==> src/rtl/snn_pkg.sv <==
// Shared SNN datapath types: encoder FSM states, AER transmit phases and
// default geometry for the spike encoder and decoder.
package snn_pkg;

  localparam int N_DEFAULT         = 256;
  localparam int PIX_W_DEFAULT     = 8;
  localparam int MIN_LEVEL_DEFAULT = 1;

  typedef enum logic [2:0] {
    IDLE,
    SCAN,
    REQ,
    ACK_LOW,
    DONE
  } enc_state_t;

  // Phases of the transmit side of a four-phase AER link.
  typedef enum logic [1:0] {
    AER_IDLE,
    AER_WAIT_ACK_LOW,
    AER_REQ
  } aer_phase_t;

endpackage

==> src/rtl/aer_tx_handshake.sv <==
// Transmit side of a four-phase AER link.
// Handshake: send is a one-cycle request from the owner, and the address is
// captured on it. req rises only while ack is low. The address changes only
// while req is low. accepted pulses in the cycle req and ack are both high,
// and req drops on that edge. idle means no transfer is in flight and ack has
// returned low.
module aer_tx_handshake
  import snn_pkg::*;
#(
  parameter int M = 8
) (
  input  logic         clk,
  input  logic         rst,
  input  logic         send,
  input  logic [M-1:0] send_addr,
  input  logic         ack,
  output logic         req,
  output logic [M-1:0] addr,
  output logic         accepted,
  output logic         idle
);

  aer_phase_t phase_q;
  aer_phase_t phase_d;

  // Phase register; reset drops req at once.
  always_ff @(posedge clk or posedge rst) begin
    if (rst) phase_q <= AER_IDLE;
    else     phase_q <= phase_d;
  end

  // A send that finds ack still high, such as an orphaned ack left over
  // from a reset, is held until ack goes low.
  always_comb begin
    phase_d = phase_q;
    unique case (phase_q)
      AER_IDLE:         if (send) phase_d = ack ? AER_WAIT_ACK_LOW : AER_REQ;
      AER_WAIT_ACK_LOW: if (!ack) phase_d = AER_REQ;
      AER_REQ:          if (ack)  phase_d = AER_IDLE;
      default:          phase_d = AER_IDLE;
    endcase
  end

  // The address register loads only from the idle phase, so it is stable while req is high.
  always_ff @(posedge clk or posedge rst) begin
    if (rst)                             addr <= '0;
    else if (phase_q == AER_IDLE && send) addr <= send_addr;
  end

  // Link outputs and status toward the owner.
  always_comb begin
    req      = (phase_q == AER_REQ);
    accepted = (phase_q == AER_REQ) && ack;
    idle     = (phase_q == AER_IDLE) && !ack;
  end

endmodule

==> src/rtl/aer_spike_encoder.sv <==
// Rank-order spike encoder. It buffers one image and scans it from the
// highest intensity level down to MIN_LEVEL. Within each level it scans in
// ascending address order and emits one AER event for each pixel whose value
// equals the current level.
module aer_spike_encoder
  import snn_pkg::*;
#(
  parameter  int N         = N_DEFAULT,
  parameter  int PIX_W     = PIX_W_DEFAULT,
  parameter  int MIN_LEVEL = MIN_LEVEL_DEFAULT,
  localparam int M         = $clog2(N)
) (
  input  logic             CLK,
  input  logic             RST,
  input  logic             IMG_WE,
  input  logic [M-1:0]     IMG_WADDR,
  input  logic [PIX_W-1:0] IMG_WDATA,
  input  logic             START,
  input  logic             INFERENCE_DONE,
  output logic [M-1:0]     AERIN_ADDR,
  output logic             AERIN_REQ,
  input  logic             AERIN_ACK,
  output logic             BUSY,
  output logic             IMAGE_DONE,
  output logic [M:0]       EVENT_CNT,
  output enc_state_t       DBG_STATE
);

  localparam logic [PIX_W-1:0] LEVEL_MAX = '1;
  localparam logic [PIX_W-1:0] LEVEL_MIN = PIX_W'(MIN_LEVEL);
  localparam logic [M-1:0]     ADDR_LAST = M'(N - 1);

  logic [PIX_W-1:0] pix [N];

  enc_state_t       state_q;
  enc_state_t       state_d;
  logic [PIX_W-1:0] level_q;
  logic [PIX_W-1:0] next_level;
  logic [M-1:0]     scan_addr_q;
  logic [M-1:0]     next_addr;
  logic [M:0]       cnt_q;
  logic             stop_q;
  logic             match;
  logic             last_pos;
  logic             send;
  logic             hs_accepted;
  logic             hs_idle;

  // The pixel buffer has no reset. It accepts writes only while idle.
  always_ff @(posedge CLK) begin
    if (IMG_WE && state_q == IDLE) pix[IMG_WADDR] <= IMG_WDATA;
  end

  assign match    = (pix[scan_addr_q] == level_q);
  assign last_pos = (scan_addr_q == ADDR_LAST) && (level_q == LEVEL_MIN);
  assign send     = (state_q == SCAN) && match && !INFERENCE_DONE;

  // Scan position step: wrap the address and drop one level at the end of a row.
  always_comb begin
    if (scan_addr_q == ADDR_LAST) begin
      next_addr  = '0;
      next_level = level_q - PIX_W'(1);
    end else begin
      next_addr  = scan_addr_q + M'(1);
      next_level = level_q;
    end
  end

  // FSM state register.
  always_ff @(posedge CLK or posedge RST) begin
    if (RST) state_q <= IDLE;
    else     state_q <= state_d;
  end

  // Next state. An early stop in SCAN wins over a match. In REQ and ACK_LOW
  // the stop waits for the current handshake to finish.
  always_comb begin
    state_d = state_q;
    unique case (state_q)
      IDLE:    if (START) state_d = SCAN;
      SCAN: begin
        if (INFERENCE_DONE) state_d = DONE;
        else if (match)     state_d = REQ;
        else if (last_pos)  state_d = DONE;
      end
      REQ:     if (hs_accepted) state_d = ACK_LOW;
      ACK_LOW: begin
        if (hs_idle) state_d = (stop_q || INFERENCE_DONE || last_pos) ? DONE : SCAN;
      end
      DONE:    state_d = IDLE;
      default: state_d = IDLE;
    endcase
  end

  // Scan position, stop latch and event counter.
  always_ff @(posedge CLK or posedge RST) begin
    if (RST) begin
      level_q     <= LEVEL_MAX;
      scan_addr_q <= '0;
      stop_q      <= 1'b0;
      cnt_q       <= '0;
    end else begin
      unique case (state_q)
        IDLE: begin
          if (START) begin
            level_q     <= LEVEL_MAX;
            scan_addr_q <= '0;
            stop_q      <= 1'b0;
            cnt_q       <= '0;
          end
        end
        SCAN: begin
          if (!INFERENCE_DONE && !match && !last_pos) begin
            level_q     <= next_level;
            scan_addr_q <= next_addr;
          end
        end
        REQ: begin
          if (INFERENCE_DONE) stop_q <= 1'b1;
          if (hs_accepted)    cnt_q  <= cnt_q + (M+1)'(1);
        end
        ACK_LOW: begin
          if (INFERENCE_DONE) stop_q <= 1'b1;
          if (hs_idle && !last_pos) begin
            level_q     <= next_level;
            scan_addr_q <= next_addr;
          end
        end
        default: ;
      endcase
    end
  end

  // Status outputs, decoded from the registered state.
  always_comb begin
    BUSY       = (state_q != IDLE);
    IMAGE_DONE = (state_q == DONE);
    EVENT_CNT  = cnt_q;
    DBG_STATE  = state_q;
  end

  aer_tx_handshake #(.M(M)) u_tx (
    .clk       (CLK),
    .rst       (RST),
    .send      (send),
    .send_addr (scan_addr_q),
    .ack       (AERIN_ACK),
    .req       (AERIN_REQ),
    .addr      (AERIN_ADDR),
    .accepted  (hs_accepted),
    .idle      (hs_idle)
  );

endmodule

==> config.mk <==
export PLATFORM = sky130hd
export DESIGN_NAME = aer_spike_encoder
export DESIGN_NICKNAME = d
export VERILOG_FILES = /design/src/rtl/snn_pkg.sv /design/src/rtl/aer_tx_handshake.sv /design/src/rtl/aer_spike_encoder.sv
export SDC_FILE = /design/constraint.sdc
export NUM_CORES = 2
export LEC_CHECK = 0
export CORE_UTILIZATION = 32
export DETAILED_ROUTE_END_ITERATION = 8
export PLACE_DENSITY_LB_ADDON = 0.05
export SLEW_MARGIN = 40
export SYNTH_ARGS = -nofsm -noshare
export SYNTH_HDL_FRONTEND = slang
export SYNTH_SLANG_ARGS = --single-unit
export TNS_END_PERCENT = 20
==> constraint.sdc <==
create_clock -name CLK -period 3.65 [get_ports CLK]
set_input_delay 0.5475 -clock CLK [delete_from_list [all_inputs] [get_ports CLK]]
set_output_delay 0.5475 -clock CLK [all_outputs]
set_load 0.03 [all_outputs]
# Word-level counts from Yosys, hierarchy flattened

Memories as Yosys holds them, arrays and structs flattened.
Cells that the tools add are included.

Flip-flop bits (word level): 39
RAM bits: 2048
Bits of input ports: 22
Output and inout bits: 23
Logic and storage cells: 89
Memories kept: 1

Add/sub/neg operators: 3
Equal/unequal tests: 19
Multiplexer cells: 31
Reductions and logical operators: 28

Memory list:

| memory | words | bits a word | read ports | clocked after memory_dff | write ports | line                    | text |
|---|---|---|---|---|---|---|---|
| pix    | 256   | 8           | 1          | 0                        | 1           | aer_spike_encoder.sv:33 | `logic [PIX_W-1:0] pix [N];` |

Operators with widths:

| cell                                                  | count |
|---|---|
| 2-to-1 mux 8 bit                                      | 8 |
| one-hot mux 8 bit (3 select lines)                    | 2 |
| 2-to-1 mux 3 bit                                      | 7 |
| 2-to-1 mux 9 bit                                      | 2 |
| one-hot mux 9 bit (2 select lines)                    | 1 |
| one-hot mux 3 bit (4 select lines)                    | 1 |
| logical AND 1 bit                                     | 10 |
| inequality test 2 bit, second input constant          | 5 |
| adder 9 x 1 -> 9 bit, second input constant           | 1 |
| AND reduction 3 bit                                   | 3 |
| adder 8 x 1 -> 8 bit, second input constant           | 1 |
| equality test 8 x 1 -> 1 bit, second input constant   | 1 |
| equality test 8 bit                                   | 1 |
| equality test 8 bit, second input constant            | 1 |
| 2-to-1 mux 2 bit                                      | 4 |
| inequality test 2 x 1 -> 1 bit, second input constant | 4 |
| AND reduction 4 bit                                   | 2 |
| subtractor 8 x 1 -> 8 bit, second input constant      | 1 |
| equality test 3 x 2 -> 1 bit, second input constant   | 2 |
| one-hot mux 2 bit (3 select lines)                    | 1 |
| nonzero test 3 bit                                    | 2 |
| zero test 1 bit                                       | 4 |
| 2-to-1 mux 1 bit                                      | 4 |
| inequality test 4 bit, second input constant          | 1 |
| 10 further kinds                                      | 12 |

# Logic depth before layout (Yosys ltp)

An unclocked memory read counts as a cell.

Word-level depth: 7
Depth in mapped cells: 17
Depth with buffers taken out: 11

# Cells and area by module

From an unflattened synthesis, not the netlist that was laid out.

Cells, all modules: 4085
Area, all modules: 81668.3 µm²

By module, submodules not included:

| module            | instances | cells an instance | area an instance (µm²) | seq. area each (µm²) |
|---|---|---|---|---|
| aer_spike_encoder | 1         | 4058              | 81261.7                | 62234.7 |
| aer_tx_handshake  | 1         | 27                | 406.6                  | 250.2 |

# Worst setup path before layout

Ideal clock, no wire load.

Kind: register -> register
Start: register scan_addr_q[0]
End: register u_tx.addr[2]
Library setup time: 0.128 ns
Data arrival time: 3.662 ns
Required time: 3.522 ns
Path slack: -0.139 ns
Stages on the path, launching flop included: 17
Buffers on the path: 5
Clock period less this slack: 3.789 ns
Cell sequence: dfrtp_1 buf_2 buf_2 buf_4 buf_2 mux4_2 a22oi_1 a21oi_1 a31oi_1 o22ai_1 nor4_2 xnor2_1 nor2_1 nand3_1 and4bb_1 buf_4 mux2_1

Longest elaborated chain between the ends: 5

RTL lines:

| item                           | line                     | text |
|---|---|---|
| from (decl)                    | aer_spike_encoder.sv:39  | `logic [M-1:0] scan_addr_q;` |
| from (signal assigned)         | aer_spike_encoder.sv:115 | `scan_addr_q <= next_addr;` |
| from (signal assigned)         | aer_spike_encoder.sv:126 | `scan_addr_q <= next_addr;` |
| memory (256 x 8 bit)           | n/a                      |  |
| equality test 8 bit            | aer_spike_encoder.sv:54  | `assign match = (pix[scan_addr_q] == level_q);` |
| logical AND 1 bit (2 in a row) | aer_spike_encoder.sv:56  | `assign send = (state_q == SCAN) && match && !INFERENCE_DONE;` |
| logical AND 1 bit              | aer_tx_handshake.sv:47   | `else if (phase_q == AER_IDLE && send) addr <= send_addr;` |
| to (signal assigned)           | aer_tx_handshake.sv:47   |  |
| to (decl)                      | aer_tx_handshake.sv:18   | `output logic [M-1:0] addr,` |

No other way between the ends.
A chain may end at the register's enable or synchronous reset.

# Final worst setup path

Start: register scan_addr_q[0]
End: register u_tx.addr[7]

Same word-level chain as after synthesis.

==> key figures <==
Drt
  • Vias: 42.7k
  • Antenna viol nets, final: 0
  • Routed wire per std cell: 30.1 microns
  • Initial DRC Count: 3555
  • Vias/cell: 5.01
  • Drt pass-1 iters: 7
  • DRC errors left: 0
  • Post-Route WL: 257000 microns

Clock tree
  • CTS tree: done
  • Clock-pin slew on the worst setup and hold paths: 0.06 ns
  • Longest Clk Path Bufs: 3
  • Clk Latency, worst-skew pair: 0.88 ns
  • TritonCTS Sinks: 2087
  • H-tree depth: 4
  • Total CTS buffers: 230
  • Root Driver: clkbuf_16

STA
  • Max Slew Vio Count: 0
  • Setup TNS: -22.93 ns
  • Tmin final: 4.56 ns
  • Setup violators final: 29
  • Worst-margin pin slew: 0.873 ns
  • Setup WS post-layout: -0.908 ns
  • Clk_skew: 0.0447 ns
  • Achievable Freq: 219 MHz
  • Slew headroom: 0.418
  • Final Hold Fails: 0
  • Period utilization: 1.25
  • RSZ-0062 raised after global routing: true

Finish
  • # fillers: 22.8k
  • Post-route cell area: 0.102 sq mm
  • Fin cells: 8532
  • Final net count: 4988
  • Syn-to-layout area delta: 25.1%
  • Fraction of layout instances using a drive strength above 1: 0.367

Global route
  • Total GRT Usage: 0.199
  • Vias in the first global route: 44.6k
  • Initial antenna violation count: 13
  • Largest net degree at the start of global routing: 107
  • First-pass GRT wire length: 358000 microns
  • GRT Residual Overflow: 0

Die
  • Width of the die: 507 microns
  • Total core area: 0.254 sq mm
  • Die extent in y: 507 microns
  • Cell Rows: 185
  • Die area: 0.257 sq mm
  • Initial core utilization: 0.321
  • I/O pin cnt: 45

Synthesis
  • Top_reg_cell synth: edfxtp_1
  • Post-Syn Area per Cell: 20.4 sq um
  • Synthesized flop and latch total: 2087
  • Post-Synthesis Cell Area: 0.0816 sq mm
  • Syn nets: 4036
  • Ys async rst share: 0.0187
  • Yosys warnings: 0
  • Sequential share of the synthesized area: 0.766
  • Netlist cell types: 68
  • Post-synth EDFFs: 2048
  • Syn Inst Count: 4010

Status
  • Failing checks: negative setup slack
  • Outcome: finished with violations

Power and ir drop
  • Static leakage: 33.0 nW
  • Comb pwr share: 0.229
  • Clock group share of total power: 0.360
  • PwrDens: 629 mW/mm^2
  • Max VDD drop: 0.000511 V
  • Sw Pwr: 0.0174 W
  • Internal power: 0.0469 W
  • Total power: 0.0642 W
  • Sequential Power Share: 0.412
  • Sw Share: 0.270

Hold path
  • Hold Path Class: in -> reg
  • Hold Path Stages: 1

Setup path
  • CP Max Fanout: 8
  • CP Launch Type: register
  • Crit path kind: reg -> reg
  • Worst EP arrival: 5.30 ns
  • CP Capture Type: register
  • Worst endpoint required time: 4.39 ns
  • Worst-case reg-to-reg path depth: 18

Placed design
  • PortBufs: 44
  • Cell count after placement: 8036
  • Area after DPL: 0.0929 sq mm
  • Post-DP HPWL: 171000 microns
  • GPL Wtd Cong: 0.829

Run
  • Max_cap viols: 0
-- flip-flops by register name (all words and copies together), names as in the netlist --
register      flops
u_tx.addr         8
pix            2048
stop_q            1
DBG_STATE         3
scan_addr_q       8
u_tx.phase_q      2
level_q           8
EVENT_CNT         9
-- layout make-up --
class	count	area [sq um]	area share
Antenna cell	8	20.0	0.000196
Clock buffer	275	6010	0.0589
Clock inverter	153	1480	0.0145
Inverter	14	55.1	0.000539
Multi-Input combinational cell	1672	18700	0.184
Sequential cell	2087	62500	0.612
Tap cell	3366	4210	0.0412
Timing Repair Buffer	957	9080	0.0889
-- synthesized netlist by cell type, drive strengths merged (15+ instances only) --
master | count | area [sq um]
buf | 126 | 798
and2 | 15 | 93.8
a31oi | 23 | 159
mux2 | 31 | 349
and3 | 15 | 93.8
nand2 | 113 | 424
o21ai | 19 | 95.1
a221oi | 16 | 146
mux4 | 456 | 10300
a22oi | 100 | 751
nand2b | 15 | 93.8
mux2i | 170 | 1700
o22ai | 83 | 519
dfrtp | 31 | 776
nor2 | 325 | 1220
nor2b | 21 | 131
edfxtp | 2048 | 61500
a21oi | 67 | 335
nand3 | 34 | 170
nor3 | 32 | 160
clkbuf | 111 | 417
-- worst max-delay path, cell delays in order, from the launching register on --
cell	delay, ns
dfrtp_4	0.54
buf_12	0.19
buf_16	0.16
buf_12	0.13
buf_12	0.12
mux4_2	0.43
a22oi_2	0.21
a21oi_2	0.11
a31oi_2	0.25
buf_4	0.18
a2111oi_1	0.05
buf_4	0.18
nor4_4	0.34
xnor2_2	0.14
nor4_4	0.37
nand3_4	0.14
and4bb_2	0.39
buf_12	0.16
mux2_4	0.30
-- timing repair --
item                                   4_1_cts  5_1_grt
gates resized for setup                    121       72
endpoints found under the hold margin       12        0
hold buffers                                 1        0
setup buffers                               34       28
pin swaps                                   43       38
cloned                                       6        0
setup endpoints to repair                   29       29
-- metrics by stage --
step / setup slack (ns) / util / hold WS (ns)
6_report: -0.908 / 0.402 / 0.0831
5_1_grt: -1.04 / 0.402 / 0.0402
4_1_cts: -0.902 / 0.400 / 0.0801
3_5_place_dp: -1.29 / 0.366 / 0.486
3_3_place_gp: -1.33 / 0.366 / 0.489
2_1_floorplan: 0.000728 / - / 0.466
-- per-layer routing --
metal | GRT usage | vias to the layer above | routed length, microns
met3 | 0.0299 | 271 | 10500
met4 | 0.0443 | 2 | 4850
met5 | 0 | - | 7
li1 | - | 18600 | -
met2 | 0.327 | 868 | 125000
met1 | 0.280 | 23000 | 117000
-- cell usage in the layout, fill, tap and decap left out, types with 10 or more instances in the layout --
cell type	n
a21oi_1	51
a21oi_2	15
a22oi_1	82
a22oi_2	18
a31oi_1	16
and2_1	12
and3_1	10
buf_12	106
buf_16	11
buf_4	764
buf_6	24
buf_8	12
bufinv_16	25
clkbuf_1	41
clkbuf_16	234
clkdlybuf4s50_1	36
clkinv_1	68
clkinv_2	43
dfrtp_1	26
edfxtp_1	2048
inv_1	11
mux2_2	21
mux2i_1	162
mux4_2	456
nand2_1	98
nand2_2	15
nand2b_1	13
nand3_1	28
nor2_1	316
nor2b_1	16
nor3_1	31
o21ai_0	16
o22ai_1	76
or3_1	13
-- power groups by stage --
stage	Combinational [W]	Sequential, W	Clock, W
finish	0.0147	0.0264	0.0231
global route	0.0155	0.0264	0.0245
CTS	0.0146	0.0264	0.0237
detailed placement	0.0135	0.0269	0
global placement	0.0135	0.0269	0
floorplan	0.00666	0.0269	0
-- path summary, 6_finish.rpt --
check | start | slack [ns] | end
max in group asynchronous | RST | 3.03 | scan_addr_q[2]
hold reg to reg | stop_q | 0.50 | stop_q
min in group asynchronous | RST | 0.12 | EVENT_CNT[5]
setup reg to reg | scan_addr_q[0] | -0.91 | u_tx.addr[7]
hold / removal | IMG_WDATA[2] | 0.08 | pix[204][2]
setup / recovery | scan_addr_q[0] | -0.91 | u_tx.addr[7]
-- cell families after synthesis --
kind of cell,after synthesis,share of synthesized area
compound gates,384,0.0327
xor+xnor,12,0.00129
fa+ha+maj,4,0.000613
buf+inv,251,0.0155
flops,2087,0.766
mux,657,0.151
simple gates,615,0.0333
Note: power is estimated with default switching activity, not from simulation.
